==> src/rtl/pico_stream_out_arb.sv <==
// -----------------------------------------------------------------------------
// pico_stream_out_arb
//
// Round-robin arbiter that shares a single 128-bit valid/ready stream toward
// PicoStreamOut among NUM_SRC result producers. One source is granted at a
// time for a burst that ends on the source's last flag or after MAX_BURST
// beats. Priority then rotates so the next search starts just after the
// source that was granted.
//
// Optional feature: define ARB_HDR_EN to send one header beat in front of
// every grant. The header carries a rolling 8-bit sequence number and the
// granted source index. Without the macro, only source beats reach the output.
//
// Parameters
//   NUM_SRC    number of requesters (2..16)
//   MAX_BURST  maximum data beats per grant (1..256)
//
// Ports
//   PicoClk    clock; every flop in this block is in this domain
//   rst        synchronous, active-high reset
//   src_valid  per-source beat valid
//   src_data   per-source beat data, source i at [128*i+127 : 128*i]
//   src_last   per-source end-of-packet flag, qualified by src_valid
//   src_rdy    per-source ready; only the granted source sees out_rdy
//   out_valid  stream valid toward PicoStreamOut s_valid
//   out_data   stream data toward PicoStreamOut s_data
//   out_rdy    stream ready from PicoStreamOut s_rdy
//   grant_id   index of the current or most recent grant
//   beat_cnt   total beats accepted at the output (headers included)
// -----------------------------------------------------------------------------
module pico_stream_out_arb #(
    parameter int NUM_SRC   = 4,
    parameter int MAX_BURST = 16
) (
    input  logic                     PicoClk,
    input  logic                     rst,
    input  logic [NUM_SRC-1:0]       src_valid,
    input  logic [NUM_SRC*128-1:0]   src_data,
    input  logic [NUM_SRC-1:0]       src_last,
    output logic [NUM_SRC-1:0]       src_rdy,
    output logic                     out_valid,
    output logic [127:0]             out_data,
    input  logic                     out_rdy,
    output logic [3:0]               grant_id,
    output logic [31:0]              beat_cnt
);

    // Source vectors are padded to 16 entries so a 4-bit grant index can
    // address them directly for any NUM_SRC without going out of range.
    localparam int MAX_SRC = 16;

`ifdef ARB_HDR_EN
    typedef enum logic [1:0] {
        ST_IDLE  = 2'd0,
        ST_HDR   = 2'd1,
        ST_BURST = 2'd2
    } state_t;
`else
    typedef enum logic [1:0] {
        ST_IDLE  = 2'd0,
        ST_BURST = 2'd2
    } state_t;
`endif

    state_t         r_state;
    state_t         w_state_next;

    logic [3:0]     r_grant_id;
    logic [3:0]     r_rr_ptr;
    logic [8:0]     r_burst_cnt;
    logic [31:0]    r_beat_cnt;
`ifdef ARB_HDR_EN
    logic [7:0]     r_hdr_seq;
`endif

    logic [MAX_SRC-1:0] w_valid_pad;
    logic [MAX_SRC-1:0] w_last_pad;
    logic [127:0]       w_data_pad [MAX_SRC];

    logic [3:0]     w_cand_idx [NUM_SRC];
    logic           w_pick_any;
    logic [3:0]     w_pick_idx;

    logic           w_in_burst;
    logic           w_burst_full;
    logic           w_xfer;
    logic           w_hdr_xfer;

    genvar gi;

    // -------------------------------------------------------------------------
    // Unpack the flat source buses into 16-entry arrays; unused slots read 0.
    // -------------------------------------------------------------------------
    generate
        for (gi = 0; gi < MAX_SRC; gi++) begin : g_pad
            if (gi < NUM_SRC) begin : g_real
                assign w_valid_pad[gi] = src_valid[gi];
                assign w_last_pad[gi]  = src_last[gi];
                assign w_data_pad[gi]  = src_data[gi*128 +: 128];
            end else begin : g_unused
                assign w_valid_pad[gi] = 1'b0;
                assign w_last_pad[gi]  = 1'b0;
                assign w_data_pad[gi]  = '0;
            end
        end
    endgenerate

    // -------------------------------------------------------------------------
    // Round-robin search order: candidate k is (rr_ptr + 1 + k) mod NUM_SRC.
    // rr_ptr is always below NUM_SRC, so the sum stays below 2*NUM_SRC and a
    // single conditional subtract gives the modulo.
    // -------------------------------------------------------------------------
    generate
        for (gi = 0; gi < NUM_SRC; gi++) begin : g_cand
            logic [5:0] w_sum;
            assign w_sum          = 6'(r_rr_ptr) + 6'(gi + 1);
            assign w_cand_idx[gi] = (w_sum >= 6'(NUM_SRC)) ? 4'(w_sum - 6'(NUM_SRC))
                                                           : 4'(w_sum);
        end
    endgenerate

    // Walk candidates from the back so the lowest-numbered valid one wins.
    always_comb begin
        w_pick_any = 1'b0;
        w_pick_idx = '0;
        for (int k = NUM_SRC - 1; k >= 0; k--) begin
            if (w_valid_pad[w_cand_idx[k]]) begin
                w_pick_any = 1'b1;
                w_pick_idx = w_cand_idx[k];
            end
        end
    end

    // -------------------------------------------------------------------------
    // Ready fan-out: only the granted source sees out_rdy, and only in BURST.
    // -------------------------------------------------------------------------
    assign w_in_burst = (r_state == ST_BURST);

    generate
        for (gi = 0; gi < NUM_SRC; gi++) begin : g_rdy
            assign src_rdy[gi] = w_in_burst && out_rdy && (r_grant_id == 4'(gi));
        end
    endgenerate

    // The transfer being accepted now is the one that reaches MAX_BURST.
    assign w_burst_full = ((r_burst_cnt + 9'd1) == 9'(MAX_BURST));

    // -------------------------------------------------------------------------
    // Next-state and output datapath
    // -------------------------------------------------------------------------
    always_comb begin
        w_state_next = r_state;
        out_valid    = 1'b0;
        out_data     = '0;
        w_xfer       = 1'b0;
        w_hdr_xfer   = 1'b0;

        case (r_state)
            ST_IDLE: begin
                if (w_pick_any) begin
`ifdef ARB_HDR_EN
                    w_state_next = ST_HDR;
`else
                    w_state_next = ST_BURST;
`endif
                end
            end

`ifdef ARB_HDR_EN
            ST_HDR: begin
                out_valid = 1'b1;
                out_data  = {104'h0, r_hdr_seq, 12'h0, r_grant_id};
                if (out_rdy) begin
                    w_hdr_xfer   = 1'b1;
                    w_state_next = ST_BURST;
                end
            end
`endif

            ST_BURST: begin
                // Zero-latency pass-through of the granted source. The grant
                // is held even while that source drops valid.
                out_valid = w_valid_pad[r_grant_id];
                out_data  = w_data_pad[r_grant_id];
                w_xfer    = w_valid_pad[r_grant_id] && out_rdy;
                if (w_xfer && (w_last_pad[r_grant_id] || w_burst_full)) begin
                    w_state_next = ST_IDLE;
                end
            end

            default: begin
                w_state_next = ST_IDLE;
            end
        endcase
    end

    // -------------------------------------------------------------------------
    // State register
    // -------------------------------------------------------------------------
    always_ff @(posedge PicoClk) begin
        if (rst) begin
            r_state <= ST_IDLE;
        end else begin
            r_state <= w_state_next;
        end
    end

    // -------------------------------------------------------------------------
    // Grant bookkeeping and counters. rr_ptr resets to the last source so the
    // first search after reset starts at source 0.
    // -------------------------------------------------------------------------
    always_ff @(posedge PicoClk) begin
        if (rst) begin
            r_grant_id  <= '0;
            r_rr_ptr    <= 4'(NUM_SRC - 1);
            r_burst_cnt <= '0;
            r_beat_cnt  <= '0;
        end else begin
            if ((r_state == ST_IDLE) && w_pick_any) begin
                r_grant_id  <= w_pick_idx;
                r_rr_ptr    <= w_pick_idx;
                r_burst_cnt <= '0;
            end else if (w_xfer) begin
                r_burst_cnt <= r_burst_cnt + 9'd1;
            end

            // Headers count toward the total but not toward the burst limit.
            if (w_xfer || w_hdr_xfer) begin
                r_beat_cnt <= r_beat_cnt + 32'd1;
            end
        end
    end

`ifdef ARB_HDR_EN
    always_ff @(posedge PicoClk) begin
        if (rst) begin
            r_hdr_seq <= '0;
        end else if (w_hdr_xfer) begin
            r_hdr_seq <= r_hdr_seq + 8'd1;
        end
    end
`endif

    assign grant_id = r_grant_id;
    assign beat_cnt = r_beat_cnt;

endmodule

==> config.mk <==
export PLATFORM = sky130hd
export DESIGN_NAME = pico_stream_out_arb
export DESIGN_NICKNAME = d
export VERILOG_FILES = /design/src/rtl/pico_stream_out_arb.sv
export SDC_FILE = /design/constraint.sdc
export NUM_CORES = 1
export LEC_CHECK = 0
export ABC_AREA = 0
export BUFFER_PORTS_ARGS = -buffer_cell sky130_fd_sc_hd__buf_2
export CAP_MARGIN = 30
export CORE_AREA = 4 4 270 272
export DETAILED_ROUTE_END_ITERATION = 8
export DIE_AREA = 0 0 274 276
export HOLD_SLACK_MARGIN = 0.06
export SLEW_MARGIN = 0
export SYNTH_ARGS = -nofsm -noshare
export SYNTH_HDL_FRONTEND = slang
export SYNTH_SLANG_ARGS = --single-unit
==> constraint.sdc <==
create_clock -name PicoClk -period 6.5 [get_ports PicoClk]
set_clock_uncertainty 0.05 [all_clocks]
set_input_delay 0.975 -clock PicoClk [delete_from_list [all_inputs] [get_ports PicoClk]]
set_output_delay 0.975 -clock PicoClk [all_outputs]
set_load 0.01 [all_outputs]
==> impl_metrics.py, run 1 <==
metrics = {
    "worst_setup_path": {
        "path_cells": "or3b_4 -> buf_4 -> nor2b_1 -> buf_2",
        "reg2reg_to": "r_burst_cnt[5]$_SDFFE_PP0P_",
        "path_delay_family": "simple AND/OR/NAND/NOR gates",
        "critPathMaxFanout": 75,
        "cp.buffers_inverters": 2,
        "crit_path_start_kind": "flop",
        "max_stage_delay_ns": 0.82,
        "timing.reg2reg.worst_path_depth": 11,
        "worstSetupPathDepth": 4,
        "crit_arrival_ns": 2.95,
        "required_ns": 5.47,
        "worstReg2RegStart": "grant_id[2]$_SDFFE_PP0P_",
        "timing.critical_path.to": "out_data[68]",
        "critPathKind": "flop to output pin",
        "crit_path_end_kind": "output pin",
        "critPathLaunch": "grant_id[2]$_SDFFE_PP0P_",
        "worst-r2r-setup-slack_ns": 2.93,
        "timing.critical_path.slowest_stage_cell": "sky130_fd_sc_hd__or3b_4",
    },
    "placement": {
        "port_buffers": 691,
        "placed_cell_area_um2": 11300,
        "hpwlAfterDp_um": 66700,
        "globalplace.congestion": 0.907,
    },
    "grt": {
        "grt_start_max_net_pins": 118,
        "use_met1_pct": 18.7,
        "grt_antenna_before_repair": 145,
        "first_global_vias": 8559,
        "use_met3_pct": 16.1,
        "grt_total_usage_pct": 18.0,
        "globalRouteOverflowTotal": 0,
        "gr-max-usage-layer": "met2",
        "grt_first_pass_wirelength_um": 88400,
        "grtUsageMet2_pct": 27.8,
    },
    "timing": {
        "maxSlewViolCount": 0,
        "post-route-period-util_pct": 61.2,
        "timing_worst_slew_pin_value_ns": 1.11,
        "max_clock_freq_mhz": 251,
        "rsz0062_at_grt": "no",
        "max_slew_margin_pct": 26.2,
        "shortest_clock_period_the_worst_path_allows_after_layout_ns": 3.98,
        "setup_viol": 0,
        "total_neg_setup_slack_ns": 0,
        "final-hold-violation-count": 0,
    },
    "synthesis": {
        "async_reset_ff_share_pct": 0,
        "yosys.cell_types.count": 53,
        "postSynthRegisterBits": 48,
        "dominantRegCellSynth": "sky130_fd_sc_hd__dfxtp_1",
        "synth_sequential_area_ratio_pct": 14.2,
        "yosys_warnings": 0,
        "synth.net_count": 1176,
        "post-synth-top-area-fraction_pct": 43.6,
        "syn-cell-area_um2": 6760,
        "post_synth.cell_area_avg_um2": 10.6,
        "synthesis.instances": 636,
        "synth_largest_area_cell": "sky130_fd_sc_hd__mux4_2",
        "synth-edff-count": 0,
        "post_synth_main_area_contributors": "sky130_fd_sc_hd__mux4_2 44%, sky130_fd_sc_hd__dfxtp_1 14%, sky130_fd_sc_hd__nor2b_1 12%, sky130_fd_sc_hd__xor2_1 3.4%, sky130_fd_sc_hd__ha_1 3.1%",
    },
    "routing": {
        "post-route-drc-count": 0,
        "avgViaCountPerCell": 3.90,
        "postRouteWirelength_um": 72000,
        "detail_route.wl_per_cell_um": 31.5,
        "dr_total_vias": 8909,
        "detail-route-antenna-nets": 0,
        "initialDrtViolationCount": 585,
        "drtPass1Iterations": 4,
    },
    "power": {
        "power.static_leakage_nw": 5.06,
        "pwr_density_cell_nw_per_um2": 232,
        "power.ir.vdd_worst_mv": 0.184,
    },
    "clock_network": {
        "clock-root-buffer": "sky130_fd_sc_hd__clkbuf_16",
        "cts_setup_buffers": 0,
        "cts.sinks": 48,
        "cts-root-to-sink-buffers": 2,
        "clk_latency_worst_skew_pair_ns": 0.29,
        "cts.htree.levels": 2,
        "clk_pin_slew_ns": 0.07,
        "cts-hold-fix-buffers": 0,
        "cts_inserted_buffers": 5,
        "cts-resized-gates": 0,
        "cts_tree": "yes",
    },
    "floorplanning": {
        "die-area_um2": 75600,
        "die_h_um": 276,
        "design.portCount": 692,
        "placementRows": 98,
        "floorplan.initialDensity_pct": 9.56,
        "die_width_um": 274,
        "design.core.area_um2": 70800,
    },
    "final_layout": {
        "fin_nets": 1825,
        "share_of_post_route_cells_with_drive_strength_above_1_pct": 66.1,
        "area_growth_syn_to_layout_pct": 70.8,
        "layout.cell_area.non_filler_um2": 11600,
        "n_fill_cell": 8049,
    },
    "run": {
        "max_cap_violations": 0,
    },
    "min_path": {
        "hold_path_class": "flop to flop",
        "worst_hold_startpoint": "beat_cnt[31]$_SDFFE_PP0P_",
    },
    "status": {
        "run_status": "finished, final reports clean",
    },
}
worst reg2reg max path, delay by kind of cell, from the launching register on:
kind | cells | cell delay [ns]
and+or+nand+nor | 4 | 0.52
AOI/OAI and AO/OA | 4 | 1.31
adders and majority gates | 2 | 0.61
buffers and inverters | 1 | 0.27
DFF | 1 | 0.67
layout make-up:
class                           count  area (um2)  area share (%)
Antenna cell                       49         123            1.06
Clock buffer                        6         139            1.20
Clock inverter                      2        13.8           0.119
Inverter                           16        60.1           0.520
Multi-Input combinational cell    516        5520            47.8
Sequential cell                    48         968            8.38
Tap cell                          950        1190            10.3
Timing Repair Buffer              698        3540            30.7
flip-flops by register name, indices dropped and copies added (netlist names):
register	count
beat_cnt	32
grant_id	4
r_burst_cnt	9
r_state	1
r_rr_ptr	2
power by group:
| part | total [mW] | switching [mW] | internal [mW] | leakage [nW] |
|---|---|---|---|---|
| clock | 0.275 | 0.121 | 0.154 | 0.0776 |
| sequential | 0.377 | 0.0675 | 0.310 | 0.389 |
| combinational | 2.02 | 1.04 | 0.988 | 4.59 |
| total | 2.68 | 1.22 | 1.45 | 5.06 |
cell usage in the layout (no fill, tap or decap), drive strengths merged, types with 3 or more instances in the layout:
master    n
and3      8
ha       17
nand4    18
a211oi    4
o21ai     6
nor3     20
mux4    131
nor4      3
dfxtp    48
a221oi    5
xor2     26
buf     698
and2      7
xnor2    15
mux2i     4
diode    49
nand3     8
or3       5
inv      17
mux2      4
nand2    21
and4      6
nor2     39
nor2b   132
a21oi    10
clkbuf    6
synthesized netlist by cell type (5+ instances only):
master,n
sky130_fd_sc_hd__a21oi_1,10
sky130_fd_sc_hd__nand3_1,8
sky130_fd_sc_hd__nor2_1,39
sky130_fd_sc_hd__nand4_1,17
sky130_fd_sc_hd__buf_1,9
sky130_fd_sc_hd__nor3_1,20
sky130_fd_sc_hd__clkbuf_1,34
sky130_fd_sc_hd__and4_1,6
sky130_fd_sc_hd__o21ai_0,6
sky130_fd_sc_hd__buf_2,12
sky130_fd_sc_hd__xnor2_1,15
sky130_fd_sc_hd__mux4_2,131
sky130_fd_sc_hd__nand2_1,21
sky130_fd_sc_hd__xor2_1,26
sky130_fd_sc_hd__and2_1,7
sky130_fd_sc_hd__dfxtp_1,48
sky130_fd_sc_hd__or3_1,5
sky130_fd_sc_hd__nor2b_1,132
sky130_fd_sc_hd__and3_1,8
sky130_fd_sc_hd__inv_1,16
sky130_fd_sc_hd__ha_1,17
worst min-delay path by stage:
stage	cells past startpoint	slack (ns)	to
2_1_floorplan	2	0.45	beat_cnt[31]$_SDFFE_PP0P_
3_3_place_gp	2	0.42	beat_cnt[31]$_SDFFE_PP0P_
3_5_place_dp	2	0.43	beat_cnt[31]$_SDFFE_PP0P_
4_1_cts	2	0.44	beat_cnt[31]$_SDFFE_PP0P_
5_1_grt	2	0.46	beat_cnt[31]$_SDFFE_PP0P_
6_report	2	0.44	beat_cnt[31]$_SDFFE_PP0P_
per-stage QoR:
step	worst slack, ns	util, %	power, mW	cells	hold slack (ns)
floorplan	3.56	-	1.61	636	0.452
global placement	2.84	15.9	2.41	2226	0.421
detailed placement	2.77	15.9	2.44	2228	0.430
CTS	2.43	16.2	2.72	2236	0.444
global route	2.30	16.2	2.86	2247	0.458
finish	2.52	16.3	2.68	2285	0.444
cell families (layout without fill, tap and decap cells):
group,count (synthesis),after routing,synth area share [%]
AND/OR/NAND/NOR,272,272,23.1
multiplexers,139,139,44.9
buffers and inverters,72,722,4.27
flip-flops,48,48,14.2
AO/OA/AOI/OAI,47,47,5.07
XOR/XNOR,41,41,5.31
adder cells (fa/ha/maj),17,17,3.14
other,0,49,0
per-layer routing:
metal,wire length (um),share of wire (%)
met1,25000,35
met2,30500,42
met3,14300,20
met4,1680,2.3
met5,511,0.71
Note: power is estimated with default switching activity, not from simulation.
==> inputs of run 2 (changes only) <==
--- a/config.mk
+++ b/config.mk
@@ -5,12 +5,12 @@
 export SDC_FILE = /design/constraint.sdc
 export NUM_CORES = 1
 export LEC_CHECK = 0
-export ABC_AREA = 0
+export ABC_AREA = 1
 export BUFFER_PORTS_ARGS = -buffer_cell sky130_fd_sc_hd__buf_2
 export CAP_MARGIN = 30
-export CORE_AREA = 4 4 270 272
+export CORE_AREA = 4 4 271 273
 export DETAILED_ROUTE_END_ITERATION = 8
-export DIE_AREA = 0 0 274 276
+export DIE_AREA = 0 0 275 277
 export HOLD_SLACK_MARGIN = 0.06
 export SLEW_MARGIN = 0
 export SYNTH_ARGS = -nofsm -noshare
==> constraint.sdc (replaced) <==
create_clock -name PicoClk -period 3.4 [get_ports PicoClk]
set_clock_uncertainty 0.05 [all_clocks]
set_input_delay 0.51 -clock PicoClk [delete_from_list [all_inputs] [get_ports PicoClk]]
set_output_delay 0.51 -clock PicoClk [all_outputs]
set_load 0.01 [all_outputs]
==> run 2 against run 1 <==
Compared with the run above:
- non-clock buffer count rose by 24
- sequential cell count unchanged
- sequential share of layout area is 0.090 points lower
- global-route usage fell by 4.6 points
- area after synthesis grew 2.3%
- hold slack lost 0.0077 ns
- count of clock-buffer cells in the layout did not move
- critical endpoint is now out_data[71]
- via count rose by 32%
- power rose by 98%
- largest power group unchanged
==> impl_metrics.py, run 2 <==
metrics = {
    "placement": {
        "placedCellCount": 2700,
        "dpl_worst_slack_ns": 0.631,
        "globalplace.congestion": 0.977,
        "hpwlAfterDp_um": 47600,
        "port_buffers": 691,
    },
    "final_layout": {
        "fin_nets": 2297,
        "highest_count_cells_in_the_layout_ignoring_fill_and_taps": "691 x sky130_fd_sc_hd__buf_2, 289 x sky130_fd_sc_hd__nand3_1, 176 x sky130_fd_sc_hd__nand2_1, 129 x sky130_fd_sc_hd__a22oi_1, 128 x sky130_fd_sc_hd__a31oi_1",
        "share_of_post_route_cells_with_drive_strength_above_1_pct": 43.8,
        "final_cells": 2721,
        "seq_area_um2": 968,
        "layout_commonest_cell": "sky130_fd_sc_hd__buf_2",
        "largest_reg_flops": 32,
        "n_fill_cell": 8311,
        "area_growth_syn_to_layout_pct": 68.8,
        "multiInputGateArea_um2": 5260,
    },
    "synthesis": {
        "async_reset_ff_share_pct": 0,
        "synth_top_cells_by_count": "289 x sky130_fd_sc_hd__nand3_1, 177 x sky130_fd_sc_hd__nand2_1, 129 x sky130_fd_sc_hd__a22oi_1, 128 x sky130_fd_sc_hd__a31oi_1, 77 x sky130_fd_sc_hd__clkbuf_1",
        "yosys.cell_types.count": 38,
        "synth_largest_area_cell": "sky130_fd_sc_hd__nand3_1",
        "postSynthRegisterBits": 48,
        "post-synth-top-area-fraction_pct": 20.9,
        "synth_sequential_area_ratio_pct": 13.9,
        "synth.net_count": 1683,
        "post_synth.cell_area_avg_um2": 6.05,
        "syn-cell-area_um2": 6920,
        "synth-edff-count": 0,
        "synthesis.instances": 1143,
        "yosys.cell_count.top_type": "sky130_fd_sc_hd__nand3_1",
        "yosys_warnings": 0,
        "dominantRegCellSynth": "sky130_fd_sc_hd__dfxtp_1",
        "post_synth_main_area_contributors": "sky130_fd_sc_hd__nand3_1 21%, sky130_fd_sc_hd__a22oi_1 14%, sky130_fd_sc_hd__dfxtp_1 14%, sky130_fd_sc_hd__a31oi_1 12%, sky130_fd_sc_hd__nand2_1 9.6%",
    },
    "min_path": {
        "worst_hold_startpoint": "r_burst_cnt[8]$_SDFFE_PP0P_",
        "hold_path_class": "flop to flop",
        "hold_end": "r_burst_cnt[8]$_SDFFE_PP0P_",
        "holdPathStages": 2,
    },
    "worst_setup_path": {
        "path_cells": "nor2_1 -> nand2_4 -> buf_4 -> a31oi_1 -> buf_2",
        "reg2reg_to": "r_burst_cnt[8]$_SDFFE_PP0P_",
        "cp.buffers_inverters": 2,
        "worst-r2r-setup-slack_ns": 0.63,
        "timing.reg2reg.worst_path_depth": 12,
        "path_delay_family": "simple AND/OR/NAND/NOR gates",
        "worstReg2RegStart": "grant_id[2]$_SDFFE_PP0P_",
        "max_stage_delay_ns": 0.48,
        "critPathKind": "flop to output pin",
        "critPathMaxFanout": 34,
        "timing.critical_path.slowest_stage_cell": "sky130_fd_sc_hd__dfxtp_1",
        "crit_path_end_kind": "output pin",
        "required_ns": 2.84,
        "crit_arrival_ns": 2.41,
        "crit_path_start_kind": "flop",
    },
    "grt": {
        "globalRouteOverflowTotal": 0,
        "first_global_vias": 10900,
        "grt_total_usage_pct": 13.4,
        "grt_start_max_net_pins": 113,
        "grt_first_pass_wirelength_um": 75100,
        "grt_antenna_before_repair": 41,
    },
    "clock_network": {
        "clk_pin_slew_ns": 0.07,
        "cts_tree": "yes",
        "clock-root-buffer": "sky130_fd_sc_hd__clkbuf_16",
        "cts.sinks": 48,
        "cts-resized-gates": 0,
        "cts-root-to-sink-buffers": 2,
        "cts-hold-fix-buffers": 0,
        "cts.htree.levels": 2,
        "cts_setup_buffers": 0,
        "cts_inserted_buffers": 5,
        "clk_latency_worst_skew_pair_ns": 0.30,
    },
    "timing": {
        "setup_slack_ns": 0.431,
        "shortest_clock_period_the_worst_path_allows_after_layout_ns": 2.97,
        "post-route-period-util_pct": 87.3,
        "max_clock_freq_mhz": 337,
        "rsz0062_at_grt": "no",
        "setup_viol": 0,
        "timing_worst_slew_pin_value_ns": 0.666,
        "total_neg_setup_slack_ns": 0,
        "maxSlewViolCount": 0,
        "final-hold-violation-count": 0,
        "max_slew_margin_pct": 55.6,
    },
    "floorplanning": {
        "placementRows": 98,
        "floorplan.initialDensity_pct": 9.73,
        "die-area_um2": 76200,
        "design.core.area_um2": 71100,
        "design.portCount": 692,
        "die_h_um": 277,
        "die_width_um": 275,
    },
    "routing": {
        "drtPass1Iterations": 5,
        "post-route-drc-count": 0,
        "dr_total_vias": 11800,
        "postRouteWirelength_um": 56300,
        "detail-route-antenna-nets": 0,
        "initialDrtViolationCount": 1046,
        "detail_route.wl_per_cell_um": 20.7,
        "avgViaCountPerCell": 4.34,
    },
    "power": {
        "power.ir.vdd_worst_mv": 0.319,
        "power.static_leakage_nw": 5.14,
        "pwr_density_cell_nw_per_um2": 454,
    },
    "run": {
        "max_cap_violations": 0,
    },
    "status": {
        "run_status": "finished, final reports clean",
    },
}
run 2: kinds of logic (layout without fill, tap and decap cells):
logic type	count (synthesis)	count (layout)	share of synthesized area, %
flops	48	48	13.9
other cells	0	13	0
simple gates	564	564	38.1
fa+ha+maj	17	17	3.07
buf+inv	170	785	10.3
compound gates	314	314	30.3
xor+xnor	30	30	4.29
run 2: routing by layer:
layer,wire length [um],share of wire [%],up-vias,GRT usage (%)
met4,1900,3.4,28,4.19
li1,-,-,5447,-
met5,181,0.32,-,0
met1,22900,41,5429,16.9
met3,7270,13,117,5.49
met2,24100,43,781,20.8
run 2: worst reg2reg max path, delay by kind of cell (launching register included):
family                   cells  cell delay [ns]
adder cells (fa/ha/maj)      2             0.69
flip-flops                   1             0.67
AND/OR/NAND/NOR              7             0.70
AO/OA/AOI/OAI                1             0.07
buffers and inverters        2             0.48
run 2: where the power goes:
group	switching (mW)	leakage [nW]	total, mW	internal [mW]
Clock	0.250	0.0927	0.645	0.396
Sequential	0.0641	0.389	0.656	0.592
Combinational	2.57	4.66	4.00	1.43
Total	2.88	5.14	5.30	2.42
run 2: stage by stage:
step	area, um2	util [%]	hold WS [ns]	power [mW]
3_5_place_dp	11500	16.1	0.425	4.64
5_1_grt	11700	16.4	0.465	5.65
3_3_place_gp	11500	16.1	0.417	4.65
6_report	11700	16.4	0.436	5.30
4_1_cts	11600	16.4	0.437	5.31
2_1_floorplan	6920	-	0.394	2.96
run 2: worst max-delay path by stage:
stage / endpoint / cells after the start / from
finish: out_data[71] / 5 / grant_id[2]$_SDFFE_PP0P_
global route: out_data[43] / 5 / grant_id[2]$_SDFFE_PP0P_
CTS: out_data[111] / 5 / grant_id[2]$_SDFFE_PP0P_
detailed placement: r_burst_cnt[8]$_SDFFE_PP0P_ / 12 / grant_id[2]$_SDFFE_PP0P_
global placement: r_burst_cnt[8]$_SDFFE_PP0P_ / 19 / grant_id[2]$_SDFFE_PP0P_
floorplan: r_burst_cnt[7]$_SDFFE_PP0P_ / 14 / grant_id[2]$_SDFFE_PP0P_
run 2: cell type report:
| cell class | count | share of cell area [%] |
|---|---|---|
| diodes | 13 | 0.279 |
| clock buffers | 6 | 1.29 |
| clock inverters | 2 | 0.332 |
| inverters | 55 | 1.79 |
| multi-input cells | 925 | 45.1 |
| flip-flops and latches | 48 | 8.29 |
| well taps | 950 | 10.2 |
| repair buffers | 722 | 32.8 |
==> inputs of run 3 (changes only) <==
--- a/config.mk
+++ b/config.mk
@@ -12,7 +12,9 @@
 export DETAILED_ROUTE_END_ITERATION = 8
 export DIE_AREA = 0 0 275 277
 export HOLD_SLACK_MARGIN = 0.06
+export REMOVE_ABC_BUFFERS = 1
 export SLEW_MARGIN = 0
 export SYNTH_ARGS = -nofsm -noshare
 export SYNTH_HDL_FRONTEND = slang
 export SYNTH_SLANG_ARGS = --single-unit
+export TNS_END_PERCENT = 10
==> run 3 against run 2 <==
Compared with the run above:
- worst setup slack gained 0.0084 ns
- sequential power grew 7.0%
- clock power grew 2%
==> impl_metrics.py, run 3 (synthesized netlist as in run 2, its figures left out) <==
metrics = {
    "worst_setup_path": {
        "critPathKind": "flop to output pin",
        "critPathMaxFanout": 65,
        "crit_path_start_kind": "flop",
        "required_ns": 2.84,
        "crit_path_end_kind": "output pin",
        "crit_arrival_ns": 2.40,
    },
    "grt": {
        "globalRouteOverflowTotal": 0,
        "grt_antenna_before_repair": 141,
        "grt_total_usage_pct": 20.3,
        "grt_start_max_net_pins": 106,
        "first_global_vias": 11500,
        "grt_first_pass_wirelength_um": 104000,
    },
    "final_layout": {
        "share_of_post_route_cells_with_drive_strength_above_1_pct": 43.6,
        "finish.utilization_pct": 16.6,
        "largest_reg_flops": 32,
        "highest_count_cells_in_the_layout_ignoring_fill_and_taps": "686 x sky130_fd_sc_hd__buf_2, 289 x sky130_fd_sc_hd__nand3_1, 176 x sky130_fd_sc_hd__nand2_1, 129 x sky130_fd_sc_hd__a22oi_1, 128 x sky130_fd_sc_hd__a31oi_1",
        "layout.cell_area.non_filler_um2": 11800,
        "layout_commonest_cell": "sky130_fd_sc_hd__buf_2",
        "area_growth_syn_to_layout_pct": 70.7,
        "fin_nets": 2294,
    },
    "clock_network": {
        "cts.htree.levels": 2,
        "cts.sinks": 48,
        "cts-root-to-sink-buffers": 2,
        "cts_inserted_buffers": 5,
        "clk_latency_worst_skew_pair_ns": 0.30,
        "cts_setup_buffers": 0,
        "cts_tree": "yes",
        "cts-resized-gates": 0,
        "clock-root-buffer": "sky130_fd_sc_hd__clkbuf_16",
        "cts-hold-fix-buffers": 0,
        "clk_pin_slew_ns": 0.07,
    },
    "routing": {
        "detail-route-antenna-nets": 0,
        "dr_total_vias": 12200,
        "drtPass1Iterations": 5,
        "post-route-drc-count": 0,
        "postRouteWirelength_um": 82200,
        "initialDrtViolationCount": 878,
        "avgViaCountPerCell": 4.43,
        "detail_route.wl_per_cell_um": 29.9,
    },
    "run": {
        "max_cap_violations": 0,
    },
    "timing": {
        "total_neg_setup_slack_ns": 0,
        "setup_viol": 0,
        "maxSlewViolCount": 0,
        "rsz0062_at_grt": "no",
        "shortest_clock_period_the_worst_path_allows_after_layout_ns": 2.96,
        "post-route-period-util_pct": 87.1,
        "max_slew_margin_pct": 47.8,
        "final-hold-violation-count": 0,
        "setup_slack_ns": 0.439,
        "timing_worst_slew_pin_value_ns": 0.783,
        "max_clock_freq_mhz": 338,
    },
    "floorplanning": {
        "die_h_um": 277,
        "die-area_um2": 76200,
        "design.portCount": 692,
        "design.core.area_um2": 71100,
        "die_width_um": 275,
        "placementRows": 98,
        "floorplan.initialDensity_pct": 9.73,
    },
    "placement": {
        "port_buffers": 691,
        "hpwlAfterDp_um": 72200,
        "placed_cell_area_um2": 11500,
        "globalplace.congestion": 0.931,
        "dpl_worst_slack_ns": 0.614,
    },
    "status": {
        "run_status": "finished, final reports clean",
    },
    "power": {
        "power.ir.vdd_worst_mv": 0.294,
        "pwr_density_cell_nw_per_um2": 467,
        "power.total_mw": 5.51,
        "power.static_leakage_nw": 5.14,
    },
    "min_path": {
        "hold_path_class": "flop to flop",
    },
}
[run 3: cell count changes in the layout (fill, tap and decap cells not counted)]
cell,previous run,this run
sky130_fd_sc_hd__diode_2,13,43
sky130_fd_sc_hd__buf_12,11,16
sky130_fd_sc_hd__buf_2,691,686
sky130_fd_sc_hd__buf_4,20,17
sky130_fd_sc_hd__bufinv_16,1,2
sky130_fd_sc_hd__clkbuf_1,0,1
sky130_fd_sc_hd__clkbuf_16,6,5
sky130_fd_sc_hd__inv_4,1,0
[run 3: layer usage]
metal  GRT usage, %  up-vias  share of wire, %
met5              0        -              0.70
met4           5.27       86               3.4
met3           15.8      234                19
met2           31.5      777                42
met1           21.4     5591                34
li1               -     5489                 -
[run 3: final timing paths]
path | from | end | slack, ns | cells after the start
worst max-delay path | grant_id[0]$_SDFFE_PP0P_ | out_data[119] | 0.44 | 4
worst min-delay path | r_burst_cnt[8]$_SDFFE_PP0P_ | r_burst_cnt[8]$_SDFFE_PP0P_ | 0.43 | 2
worst max register to register | r_rr_ptr[0]$_SDFFE_PP1P_ | r_burst_cnt[7]$_SDFFE_PP0P_ | 0.63 | 17
worst min register to register | r_burst_cnt[8]$_SDFFE_PP0P_ | r_burst_cnt[8]$_SDFFE_PP0P_ | 0.43 | 2
[run 3: power breakdown]
group	internal, mW	total [mW]	switching [mW]
combinational	1.48	4.15	2.67
clock	0.423	0.656	0.233
sequential	0.592	0.702	0.110
[run 3: cell type report]
class | count | area (um2)
fillers | 8359 | 59300
multi-input cells | 925 | 5260
repair buffers | 719 | 3880
well taps | 950 | 1190
flip-flops and latches | 48 | 968
inverters | 55 | 211
clock buffers | 6 | 129
diodes | 43 | 108
clock inverters | 2 | 60.1
[run 3: metrics by stage]
| step | cells | hold slack [ns] |
|---|---|---|
| finish | 2748 | 0.431 |
| global route | 2723 | 0.461 |
| CTS | 2705 | 0.433 |
| detailed placement | 2697 | 0.419 |
| global placement | 2697 | 0.415 |
| floorplan | 1028 | 0.401 |
[run 3: critical path, stage by stage, from the launching register on]
cell,delay (ns)
sky130_fd_sc_hd__dfxtp_4,0.47
sky130_fd_sc_hd__buf_4,0.65
sky130_fd_sc_hd__nand3_1,0.32
sky130_fd_sc_hd__a31oi_1,0.41
sky130_fd_sc_hd__buf_2,0.20
